`src/rtl/serial_adder_ctrl.sv`:
```
// serial_adder_ctrl: bit-serial adder sequencer for the single-bit full_adder
// cell. It latches two WIDTH-bit operands and a carry-in, feeds one bit pair
// plus the stored carry to the cell each cycle (LSB first), and gathers the
// returned sum and carry bits into a WIDTH-bit result and a carry-out.
module serial_adder_ctrl #(
  parameter int WIDTH = 8
) (
  input  logic             clk,
  input  logic             rst_n,
  input  logic             start,
  input  logic [WIDTH-1:0] a_in,
  input  logic [WIDTH-1:0] b_in,
  input  logic             cin,
  output logic             fa_a,
  output logic             fa_b,
  output logic             fa_c,
  input  logic             fa_sum,
  input  logic             fa_carry,
  output logic             busy,
  output logic             done,
  output logic [WIDTH-1:0] sum_out,
  output logic             cout
);

  localparam int CNT_W = (WIDTH > 1) ? $clog2(WIDTH) : 1;
  localparam logic [CNT_W-1:0] LAST_BIT = CNT_W'(WIDTH - 1);

  typedef enum logic [1:0] {
    S_IDLE = 2'd0,
    S_RUN  = 2'd1,
    S_DONE = 2'd2
  } state_t;

  state_t           r_state;
  state_t           w_next;
  logic             w_accept;
  logic             w_last;

  logic [WIDTH-1:0] r_a_sh;
  logic [WIDTH-1:0] r_b_sh;
  // Holds the WIDTH-1 lower sum bits; the last bit arrives straight from the
  // cell on the final edge, so it never needs a register slot of its own.
  logic [WIDTH-2:0] r_sum_sh;
  logic             r_carry;
  logic [CNT_W-1:0] r_cnt;
  logic [WIDTH-1:0] r_sum_out;
  logic             r_cout;
  logic [WIDTH-1:0] w_sum_next;

  // Newest sum bit enters at the MSB; on the final edge this is the result.
  assign w_sum_next = {fa_sum, r_sum_sh};

  // State register with synchronous active-low reset.
  // NOTE: sequential state uses non-blocking (<=) so every flop samples
  // pre-edge values regardless of process evaluation order.
  always_ff @(posedge clk) begin
    if (!rst_n) r_state <= S_IDLE;
    else        r_state <= w_next;
  end

  // Next-state decode plus the state-derived outputs.
  // NOTE: every signal gets a default before the case so no path leaves one
  // unassigned, which would otherwise infer a latch.
  always_comb begin
    w_next   = r_state;
    w_accept = 1'b0;
    w_last   = 1'b0;
    busy     = 1'b0;
    done     = 1'b0;
    fa_a     = 1'b0;
    fa_b     = 1'b0;
    fa_c     = 1'b0;
    case (r_state)
      S_IDLE: begin
        if (start) begin
          w_accept = 1'b1;
          w_next   = S_RUN;
        end
      end
      S_RUN: begin
        busy = 1'b1;
        fa_a = r_a_sh[0];
        fa_b = r_b_sh[0];
        fa_c = r_carry;
        if (r_cnt == LAST_BIT) begin
          w_last = 1'b1;
          w_next = S_DONE;
        end
      end
      S_DONE: begin
        busy   = 1'b1;
        done   = 1'b1;
        w_next = S_IDLE;
      end
      default: w_next = S_IDLE;
    endcase
  end

  // Operand/sum shifting, carry and bit counter; result latched on last bit.
  always_ff @(posedge clk) begin
    if (!rst_n) begin
      r_a_sh    <= '0;
      r_b_sh    <= '0;
      r_sum_sh  <= '0;
      r_carry   <= 1'b0;
      r_cnt     <= '0;
      r_sum_out <= '0;
      r_cout    <= 1'b0;
    end else if (w_accept) begin
      r_a_sh   <= a_in;
      r_b_sh   <= b_in;
      r_sum_sh <= '0;
      r_carry  <= cin;
      r_cnt    <= '0;
    end else if (r_state == S_RUN) begin
      r_a_sh   <= {1'b0, r_a_sh[WIDTH-1:1]};
      r_b_sh   <= {1'b0, r_b_sh[WIDTH-1:1]};
      r_sum_sh <= w_sum_next[WIDTH-1:1];
      r_carry  <= fa_carry;
      r_cnt    <= r_cnt + CNT_W'(1);
      if (w_last) begin
        r_sum_out <= w_sum_next;
        r_cout    <= fa_carry;
      end
    end
  end

  assign sum_out = r_sum_out;
  assign cout    = r_cout;

endmodule

```
`config.mk`:
```
export PLATFORM = sky130hd
export DESIGN_NAME = serial_adder_ctrl
export DESIGN_NICKNAME = d
export VERILOG_FILES = /design/src/rtl/serial_adder_ctrl.sv
export SDC_FILE = /design/constraint.sdc
export NUM_CORES = 1
export LEC_CHECK = 0
export ABC_CLOCK_PERIOD_IN_PS = 2900
export CAP_MARGIN = 20
export CORE_ASPECT_RATIO = 1.2
export CORE_UTILIZATION = 45
export DETAILED_ROUTE_END_ITERATION = 6
export PLACE_DENSITY_LB_ADDON = 0.15
export SYNTH_ARGS = -nofsm -noshare
export SYNTH_HDL_FRONTEND = slang
export SYNTH_SLANG_ARGS = --single-unit
```
`constraint.sdc`:
```
create_clock -name clk -period 2.9 [get_ports clk]
set_clock_uncertainty 0.05 [all_clocks]
set_input_delay 0.725 -clock clk [delete_from_list [all_inputs] [get_ports clk]]
set_output_delay 0.725 -clock clk [all_outputs]
set_load 0.03 [all_outputs]
```
==> metrics.yaml, run 1 <==
pwr:
  finalPower_mw: 1.54
  p_leak_nw: 0.781
  vdd_drop_max_v: 0.000463
  powerDensity_nw_per_um2: 731
cts:
  clk_latency_ns: 0.28
  ctsHtreeMaxLevel: 2
  root_buffer: "clkbuf_8"
  path_clk_slew_ns: 0.07
  cts_buffer_depth: 2
  post_cts_buffers: 0
  cts.sinks: 38
  hold_buffers: 0
  cts_buffers: 5
  cts_resized: 0
  tritoncts: "done"
floorplan:
  die_h_um: 68.1
  core_um2: 3400
  io_pins: 36
  die_area_um2: 3880
  start_util: 0.482
  fp-row-count: 23
  die_x_um: 57.1
job:
  maxCapViolCount: 0
yosys:
  ys_seq_area_frac: 0.465
  netlist_instances: 172
  synth-seq-cells: 38
  yosysMostFrequentCell: "dfxtp_1"
  synth_area_leaders: "dfxtp_1 (46%), mux2i_1 (21%), ha_1 (5.4%), nand2_1 (5.3%), a21oi_1 (4.6%)"
  yosysWarnings: 0
  yosys.area.top_type_share: 0.465
  synth_ff_type: "dfxtp_1"
  synth_cell_type_count: 20
  synth_edf_count: 0
  async_flop_share: 0
  avgSynthCellArea_um2: 9.51
  synth.cell_area_um2: 1640
  synth_area_leader_cell: "dfxtp_1"
  synth_common_cells: "dfxtp_1 (38), mux2i_1 (35), nand2_1 (23)"
  syn_nets: 201
worst_setup_path:
  cpPeakStageDelay_ns: 0.66
  crit_path_top_delay_cell: "clkdlybuf4s50_1"
  critical_path.top_delay_family: "buffers and inverters"
  start_kind: "flip-flop"
  arrival_ns: 1.91
  cp_num_buf_inv: 2
  path_max_fanout: 10
  cp-end-kind: "primary output"
  crit_required_ns: 2.12
  path_cells: "inv_1 -> ha_2 -> and2_1 -> clkdlybuf4s50_1"
  crit_type: "reg -> out"
sta:
  rsz0062_at_grt: "false"
  slew_violations: 0
  tns_ns: 0
  finalSetupViolCount: 0
  holdWs_ns: 0.406
  post-route-min-period_ns: 2.69
  setup_slack_ns: 0.213
  worst_pin_slew_ns: 0.567
  timing.final.crit_share: 0.927
  finalHoldViolCount: 0
  max_freq_mhz: 372
  slew_headroom: 0.622
route:
  first_pass_iters: 6
  dr.first_iter.drc_count: 62
  wl_per_cell_um: 13.4
  drtAntennaViolNets: 0
  wirelength_um: 3280
  vias_per_cell: 5.16
  vias: 1264
  drc: 8
final_layout:
  stdcell_count: 245
  layout-drive-gt1-share: 0.0721
  area_growth_pct: 28.7
  final_nets: 236
  n_antenna_cell: 0
place:
  dp_slack_ns: 0.499
  gp_congestion: 0.712
  place.port_buffers: 35
  dp_hpwl_um: 2330
  dpl.cell_count: 237
outcome:
  violations: "design-rule violations"
  status: "finished with violations"
grt:
  overflow: 0
  track_usage: 0.189
  grt_pass1_wl_um: 5480
  grt_start_max_net_pins: 34
  grt_pass1_vias: 1269
  antenna_found_initial: 0
hold_path:
  hp-class: "reg -> reg"
[tightest hold or removal path: cells and delay by family, from the launching register on]
kind / cells / cell delay [ns]
and+or+nand+nor: 1 / 0.05
muxes: 1 / 0.05
DFF: 1 / 0.31
[registers in the layout, indices dropped and copies added, names as in the netlist]
signal,flops
cout,1
r_a_sh,8
r_b_sh,8
r_carry,1
r_cnt,3
r_state,2
r_sum_sh,7
sum_out,8
[cell usage in the layout (no fill, tap or decap), types with 3 or more instances in the layout]
cell and count:
dfxtp_1 38, mux2i_1 35, clkdlybuf4s50_1 35, nand2_1 23, o21ai_0 15, a21oi_1 15
nor2_1 10, ha_1 6, clkbuf_8 6, buf_4 5, inv_1 4, and2_1 3
[power by group]
| part | internal, mW | switching [mW] |
|---|---|---|
| registers | 0.608 | 0.0502 |
| clock network | 0.191 | 0.178 |
| logic | 0.237 | 0.276 |
| total | 1.04 | 0.505 |
[metrics by stage]
step,instance area [um2],utilization
global route,2110,0.620
floorplan,1640,-
detailed placement,2010,0.592
CTS,2110,0.620
global placement,2010,0.592
finish,2110,0.620
[final timing paths]
kind                    from         end  slack, ns  cells past startpoint
setup reg to reg  r_state[1]  sum_out[3]       0.81                      5
setup / recovery  r_state[1]        fa_c       0.21                      4
hold / removal    sum_out[6]  sum_out[6]       0.41                      2
hold reg to reg   sum_out[6]  sum_out[6]       0.41                      2
[per-layer routing]
layer | wire (um) | GRT usage | up-vias
met5 | 0 | 0 | -
met2 | 1660 | 0.354 | 25
li1 | - | - | 651
met3 | 153 | 0.0491 | 5
met1 | 1410 | 0.193 | 583
met4 | 55 | 0.101 | 0
[cell families (layout without fill, tap and decap cells)]
| group | after synthesis | after routing | synth area share |
|---|---|---|---|
| XOR/XNOR | 1 | 1 | 0.00535 |
| AO/OA/AOI/OAI | 33 | 33 | 0.106 |
| AND/OR/NAND/NOR | 42 | 42 | 0.110 |
| flip-flops | 38 | 38 | 0.465 |
| adder cells (fa/ha/maj) | 7 | 7 | 0.0535 |
| buffers and inverters | 16 | 52 | 0.0466 |
| multiplexers | 35 | 35 | 0.214 |
[area by class of cell]
type / instances / area (um2)
multi-input combinational: 118 / 802
inverter: 4 / 15.0
fill: 312 / 1290
clock inverter: 2 / 12.5
tap: 37 / 46.3
timing repair buffer: 40 / 388
clock buffer: 6 / 82.6
sequential: 38 / 761
(Power assumes the default switching activity.)
==> run 2: changes to the inputs <==
SLEW_MARGIN = 15   (was default)
==> results of run 2 <==
The final DEF is identical to that of run 1; final timing and power are the same.
==> run 3: changes to the inputs <==
SKIP_CTS_REPAIR_TIMING = 1   (was default)
==> results of run 3 <==
The final DEF is identical to that of run 1; final timing and power are the same.
